[src/rtl/dac_arb_pkg.sv]
// Shared types and constants for the two-requester DAC arbiter.
package dac_arb_pkg;

    localparam int DAC_W = 16;

    typedef enum logic [1:0] {
        ST_IDLE  = 2'd0,
        ST_START = 2'd1,
        ST_WAIT  = 2'd2,
        ST_GAP   = 2'd3
    } state_t;

    typedef logic id_t;

    localparam id_t ID_A = 1'b0;
    localparam id_t ID_B = 1'b1;

endpackage

[src/rtl/dac_arb_if.sv]
// Requester and DAC-engine signal bundle; the arbiter uses the slave view.
interface dac_arb_if;
    import dac_arb_pkg::*;

    logic             req_a;
    logic [DAC_W-1:0] data_a;
    logic             ack_a;
    logic             done_a;
    logic             req_b;
    logic [DAC_W-1:0] data_b;
    logic             ack_b;
    logic             done_b;
    logic             dac_en;
    logic [DAC_W-1:0] dac_data;
    logic             dac_done;
    logic             busy;
    logic             err;

    modport master (
        output req_a, data_a, req_b, data_b, dac_done,
        input  ack_a, done_a, ack_b, done_b, dac_en, dac_data, busy, err
    );

    modport slave (
        input  req_a, data_a, req_b, data_b, dac_done,
        output ack_a, done_a, ack_b, done_b, dac_en, dac_data, busy, err
    );

endinterface

[src/rtl/dac_arb_rr.sv]
// Two-way round-robin picker: on contention, grant the side not served last.
module dac_arb_rr
    import dac_arb_pkg::*;
(
    input  logic i_req_a,
    input  logic i_req_b,
    input  id_t  i_last,
    output id_t  o_grant
);

    always_comb begin
        o_grant = ID_A;
        if (i_req_a && i_req_b) begin
            o_grant = (i_last == ID_A) ? ID_B : ID_A;
        end else if (i_req_b) begin
            o_grant = ID_B;
        end
    end

endmodule

[src/rtl/dac_arbiter.sv]
// Arbitrates two requesters onto one DAC serial engine with an enforced idle gap.
// Define DAC_ARB_TIMEOUT_EN to add the WAIT timeout counter and sticky err flag.
module dac_arbiter
    import dac_arb_pkg::*;
#(
    parameter int GAP_CYCLES     = 4,
    parameter int TIMEOUT_CYCLES = 1023
) (
    input  logic      clk_50mhz,
    input  logic      rst_n,
    dac_arb_if.slave  bus
);

    localparam logic [7:0] GAP_LOAD   = 8'((GAP_CYCLES > 0) ? GAP_CYCLES - 1 : 0);
    localparam state_t     AFTER_DONE = (GAP_CYCLES == 0) ? ST_IDLE : ST_GAP;

    generate
        if (GAP_CYCLES < 0 || GAP_CYCLES > 255 || TIMEOUT_CYCLES < 1) begin : g_bad_param
            $error("dac_arbiter: parameter out of range");
        end
    endgenerate

    state_t           r_state;
    id_t              r_last;
    logic [DAC_W-1:0] r_dac_data;
    logic [7:0]       r_gap_cnt;
    logic             r_ack_a;
    logic             r_ack_b;
    logic             r_done_a;
    logic             r_done_b;
    logic             r_dac_en;
    logic             r_busy;
    id_t              w_grant;
    logic             w_timeout;
    logic             w_finish;

    dac_arb_rr u_rr (
        .i_req_a (bus.req_a),
        .i_req_b (bus.req_b),
        .i_last  (r_last),
        .o_grant (w_grant)
    );

`ifdef DAC_ARB_TIMEOUT_EN
    localparam int            TW      = (TIMEOUT_CYCLES > 1) ? $clog2(TIMEOUT_CYCLES) : 1;
    localparam logic [TW-1:0] TO_LAST = TW'(TIMEOUT_CYCLES - 1);

    logic [TW-1:0] r_wait_cnt;
    logic          r_err;

    assign w_timeout = (r_state == ST_WAIT) && !bus.dac_done && (r_wait_cnt == TO_LAST);
    assign bus.err   = r_err;
`else
    assign w_timeout = 1'b0;
    assign bus.err   = 1'b0;
`endif

    // A transaction ends on engine completion, or on timeout when that is built in.
    assign w_finish = (r_state == ST_WAIT) && (bus.dac_done || w_timeout);

    always_ff @(posedge clk_50mhz) begin
        if (!rst_n) begin
            r_state    <= ST_IDLE;
            r_last     <= ID_B;
            r_dac_data <= '0;
            r_gap_cnt  <= '0;
            r_ack_a    <= 1'b0;
            r_ack_b    <= 1'b0;
            r_done_a   <= 1'b0;
            r_done_b   <= 1'b0;
            r_dac_en   <= 1'b0;
            r_busy     <= 1'b0;
`ifdef DAC_ARB_TIMEOUT_EN
            r_wait_cnt <= '0;
            r_err      <= 1'b0;
`endif
        end else begin
            r_ack_a  <= 1'b0;
            r_ack_b  <= 1'b0;
            r_done_a <= 1'b0;
            r_done_b <= 1'b0;
            r_dac_en <= 1'b0;
            case (r_state)
                ST_IDLE: begin
                    if (bus.req_a || bus.req_b) begin
                        r_state    <= ST_START;
                        r_busy     <= 1'b1;
                        r_last     <= w_grant;
                        r_dac_data <= (w_grant == ID_A) ? bus.data_a : bus.data_b;
                        r_ack_a    <= (w_grant == ID_A);
                        r_ack_b    <= (w_grant == ID_B);
                    end
                end
                ST_START: begin
                    r_state  <= ST_WAIT;
                    r_dac_en <= 1'b1;
`ifdef DAC_ARB_TIMEOUT_EN
                    r_wait_cnt <= '0;
`endif
                end
                ST_WAIT: begin
                    if (w_finish) begin
                        r_state   <= AFTER_DONE;
                        r_busy    <= (GAP_CYCLES != 0);
                        r_gap_cnt <= GAP_LOAD;
                        r_done_a  <= (r_last == ID_A);
                        r_done_b  <= (r_last == ID_B);
                    end
`ifdef DAC_ARB_TIMEOUT_EN
                    else begin
                        r_wait_cnt <= r_wait_cnt + 1'b1;
                    end
                    if (w_timeout) begin
                        r_err <= 1'b1;
                    end
`endif
                end
                ST_GAP: begin
                    if (r_gap_cnt == '0) begin
                        r_state <= ST_IDLE;
                        r_busy  <= 1'b0;
                    end else begin
                        r_gap_cnt <= r_gap_cnt - 1'b1;
                    end
                end
                default: begin
                    r_state <= ST_IDLE;
                    r_busy  <= 1'b0;
                end
            endcase
        end
    end

    assign bus.ack_a    = r_ack_a;
    assign bus.ack_b    = r_ack_b;
    assign bus.done_a   = r_done_a;
    assign bus.done_b   = r_done_b;
    assign bus.dac_en   = r_dac_en;
    assign bus.dac_data = r_dac_data;
    assign bus.busy     = r_busy;

endmodule

[src/flat_wrapper.sv]
// flat-port wrapper written by rule: the top's interface ports become plain ports
module dac_arbiter_flat import dac_arb_pkg::*;
#(
    parameter int GAP_CYCLES     = 4,
    parameter int TIMEOUT_CYCLES = 1023
)
  (clk_50mhz, rst_n, bus_req_a, bus_data_a, bus_req_b, bus_data_b, bus_dac_done, bus_ack_a, bus_done_a, bus_ack_b, bus_done_b, bus_dac_en, bus_dac_data, bus_busy, bus_err);
  dac_arb_if bus_i ();
  input  logic clk_50mhz;
  input  logic rst_n;
  input wire logic [$bits(bus_i.req_a)-1:0] bus_req_a;
  input wire logic [$bits(bus_i.data_a)-1:0] bus_data_a;
  input wire logic [$bits(bus_i.req_b)-1:0] bus_req_b;
  input wire logic [$bits(bus_i.data_b)-1:0] bus_data_b;
  input wire logic [$bits(bus_i.dac_done)-1:0] bus_dac_done;
  output wire logic [$bits(bus_i.ack_a)-1:0] bus_ack_a;
  output wire logic [$bits(bus_i.done_a)-1:0] bus_done_a;
  output wire logic [$bits(bus_i.ack_b)-1:0] bus_ack_b;
  output wire logic [$bits(bus_i.done_b)-1:0] bus_done_b;
  output wire logic [$bits(bus_i.dac_en)-1:0] bus_dac_en;
  output wire logic [$bits(bus_i.dac_data)-1:0] bus_dac_data;
  output wire logic [$bits(bus_i.busy)-1:0] bus_busy;
  output wire logic [$bits(bus_i.err)-1:0] bus_err;
  assign bus_i.req_a = bus_req_a;
  assign bus_i.data_a = bus_data_a;
  assign bus_i.req_b = bus_req_b;
  assign bus_i.data_b = bus_data_b;
  assign bus_i.dac_done = bus_dac_done;
  assign bus_ack_a = bus_i.ack_a;
  assign bus_done_a = bus_i.done_a;
  assign bus_ack_b = bus_i.ack_b;
  assign bus_done_b = bus_i.done_b;
  assign bus_dac_en = bus_i.dac_en;
  assign bus_dac_data = bus_i.dac_data;
  assign bus_busy = bus_i.busy;
  assign bus_err = bus_i.err;
  dac_arbiter #(.GAP_CYCLES(GAP_CYCLES), .TIMEOUT_CYCLES(TIMEOUT_CYCLES)) u_core (.clk_50mhz(clk_50mhz), .rst_n(rst_n), .bus(bus_i));
endmodule
[config.mk]
export PLATFORM = sky130hd
export DESIGN_NAME = dac_arbiter_flat
export DESIGN_NICKNAME = d
export VERILOG_FILES = /design/src/rtl/dac_arb_pkg.sv /design/src/rtl/dac_arb_if.sv /design/src/rtl/dac_arb_rr.sv /design/src/rtl/dac_arbiter.sv /design/src/flat_wrapper.sv
export SDC_FILE = /design/constraint.sdc
export NUM_CORES = 1
export LEC_CHECK = 0
export CAP_MARGIN = 20
export CORE_UTILIZATION = 39
export CTS_CLUSTER_SIZE = 24
export DETAILED_ROUTE_END_ITERATION = 8
export GPL_TIMING_DRIVEN = 0
export HOLD_SLACK_MARGIN = 0.1
export PLACE_DENSITY = 0.74
export SETUP_SLACK_MARGIN = 0.02
export SLEW_MARGIN = 30
export SYNTH_ARGS = -nofsm -noshare
export SYNTH_HDL_FRONTEND = slang
export SYNTH_HIERARCHICAL = 1
export SYNTH_SLANG_ARGS = --single-unit
[constraint.sdc]
create_clock -name clk_50mhz -period 2.7 [get_ports clk_50mhz]
set_input_delay 0.54 -clock clk_50mhz [delete_from_list [all_inputs] [get_ports clk_50mhz]]
set_output_delay 0.54 -clock clk_50mhz [all_outputs]
set_load 0.01 [all_outputs]
==> out/metrics.cfg <==
[outcome]
run_status=finished clean

[cells_and_area]
finish.utilization_pct=60.2
fill_cells=329
multi_input_area_um2=778
final_cell_count_no_fill=267
final_nets=262
seq_area_um2=661
area_growth_pct=48.2
n_antenna_cell=0
drive_gt1_share_pct=8.68

[die]
die_y_um=63.8
die_area_um2=4070
initial_core_util_pct=40.6
fp.dieW_um=63.8
core_area_um2=3660
rows=22
ios=60

[setup_path]
cp_data_arrival_time_ns=2.58
cp-start-kind=primary input
r2r_setup_slack_ns=0.60
required_ns=2.85
cp-end-kind=register
path_max_fanout=10
critPathKind=in -> reg

[synth]
seq_area_frac_synth_pct=44.4
synth_top_area_share_pct=44.4
synthTopCellsByArea=dfxtp_1 (44%), mux2i_1 (11%), o21ai_0 (6.1%), nand2_1 (5.3%), ha_1 (5.0%)
syn-mean-instance-area_um2=9.60
synth.distinct_cells=38
ys_ff_latch=33
synth_top_cell_by_area=dfxtp_1
syn_area_um2=1490
yosys_warnings=6
syn_inst=155
synthesis.nets=198

[routing]
wl_um=3110
drcViolationCount=0
num_vias=1308
wl_per_cell_um=11.7
ant_nets=0
dr.pass1.iters=4
viasPerCell=4.90
drt_iter0_drc=48

[placement]
portBuffers=57
hpwl_um=2290
routabilityCongestion=0.733
dp.cells=260
place_ws_ns=-0.0870

[global_route]
antenna_found_initial=0
grt_max_degree=11
grt_pass1_wl_um=5440
track_usage_pct=17.8
grt_overflow=0
grt_pass1_vias=1254

[clock_tree]
cts_sinks=33
cts_made_buffers=5
cts_tree=built
clock_latency_ns=0.29
ctsResizeCount=0
cts_setup_buffers=0
cts_buffer_depth=2
cts_root_buf=clkbuf_8
clk_pin_slew_ns=0.07
htreeDepth=2
cts_hold_buf=0

[timing]
setup_slack_ns=0.274
rsz0062_at_grt=false
fmax_ghz=0.412
fin_crit_ns=2.43
slew_headroom_pct=51.3
period_share_pct=89.9
finalHoldViolCount=0
tightest_slew_ns=0.722
setup_viol=0
maxSlewViolCount=0
fin_worst_skew_ns=0.00892

[worst_hold_path]
hp-class=reg -> reg

[power]
p_leak_nw=0.859
powerDensity_nw_per_um2=862
ir_worst_vdd_v=0.000355
total_power_mw=1.90

[flow_run]
maxCapViolCount=0

## critical path, cell delays in order
cell	delay, ns
clkdlybuf4s50_1	0.50
a21boi_2	0.16
clkbuf_1	0.49
clkbuf_1	0.55
mux2i_1	0.25
o21ai_0	0.09
## routing by layer
metal	part of all wire, %	GRT usage (%)
met1	42	18.8
met2	47	29.1
met3	8.3	8.39
met4	2.2	9.38
met5	0	0
## kinds of logic after synthesis
group	count (synthesis)	share of synthesized area, %
buffers and inverters	12	3.28
DFF	33	44.4
xor gates and xnor gates	1	0.589
other	1	0.252
adders and majority gates	6	5.05
AOI/OAI and AO/OA	40	18.3
and+or+nand+nor	44	16.0
muxes	18	12.2
## flip-flops by register name, indices dropped and copies added (netlist names)
register,flops
u_core/bus.ack_a,1
u_core/bus.busy,1
u_core/r_state,2
u_core/bus.ack_b,1
u_core/bus.dac_en,1
u_core/r_gap_cnt,8
u_core/bus.done_b,1
u_core/bus.done_a,1
u_core/bus.dac_data,16
u_core/r_last,1
## through the flow
| stage | TNS, ns | hold WS [ns] | cell area [um^2] |
|---|---|---|---|
| finish | 0 | 0.426 | 2200 |
| CTS | 0 | 0.427 | 2200 |
| floorplan | 0 | 0.403 | 1490 |
| global route | 0 | 0.462 | 2200 |
| detailed placement | -0.585 | 0.417 | 2120 |
| global placement | -0.522 | 0.413 | 2120 |
## cells in the mapped netlist, drive strengths merged
cell	instances
a211o	1
a211oi	1
a21boi	1
a21o	1
a21oi	7
a221oi	2
a32o	1
and2	1
and3	1
and3b	1
buf	1
clkbuf	5
conb	1
dfxtp	33
ha	6
inv	6
mux2	1
mux2i	17
nand2	21
nand2b	1
nand3	1
nor2	7
nor2b	1
o211a	1
o211ai	1
o21a	1
o21ai	19
o31ai	4
or2	1
or3	2
or4	5
or4b	1
or4bb	1
xor2	1
## worst paths after layout
kind | startpoint | to | depth (start not counted)
min | u_core/r_gap_cnt[0]$_SDFFE_PN0P_ | u_core/r_gap_cnt[0]$_SDFFE_PN0P_ | 1
max reg2reg | u_core/r_state[0]$_SDFFE_PN0P_ | u_core/r_gap_cnt[3]$_SDFFE_PN0P_ | 5
min reg2reg | u_core/r_gap_cnt[0]$_SDFFE_PN0P_ | u_core/r_gap_cnt[0]$_SDFFE_PN0P_ | 1
max | bus_req_b | u_core/bus.dac_data[9]$_SDFFE_PN0P_ | 6
## cell usage in the layout, fill, tap and decap left out, types with 2 or more instances in the layout
master           instances
clkbuf_1                 6
or4_1                    2
dfxtp_1                 33
nand2_1                 21
mux2i_1                 17
nor2_1                   7
o21ai_0                 18
a21oi_1                  7
clkdlybuf4s50_1         57
or3_2                    2
inv_1                    6
or4_2                    2
ha_1                     6
clkbuf_8                 6
o31ai_1                  4
## area by class of cell
type / count / area share [%]
Multi-Input combinational cell: 110 / 35.3
Sequential cell: 33 / 30.0
Timing Repair Buffer: 57 / 25.9
Clock buffer: 7 / 3.92
Tap cell: 48 / 2.72
Buffer: 6 / 1.19
Inverter: 6 / 1.02
## report_power, final
part	internal (mW)	switching (mW)	total (mW)
combinational	0.439	0.382	0.821
clock	0.202	0.172	0.374
sequential	0.621	0.0837	0.705
(Power assumes the default switching activity.)
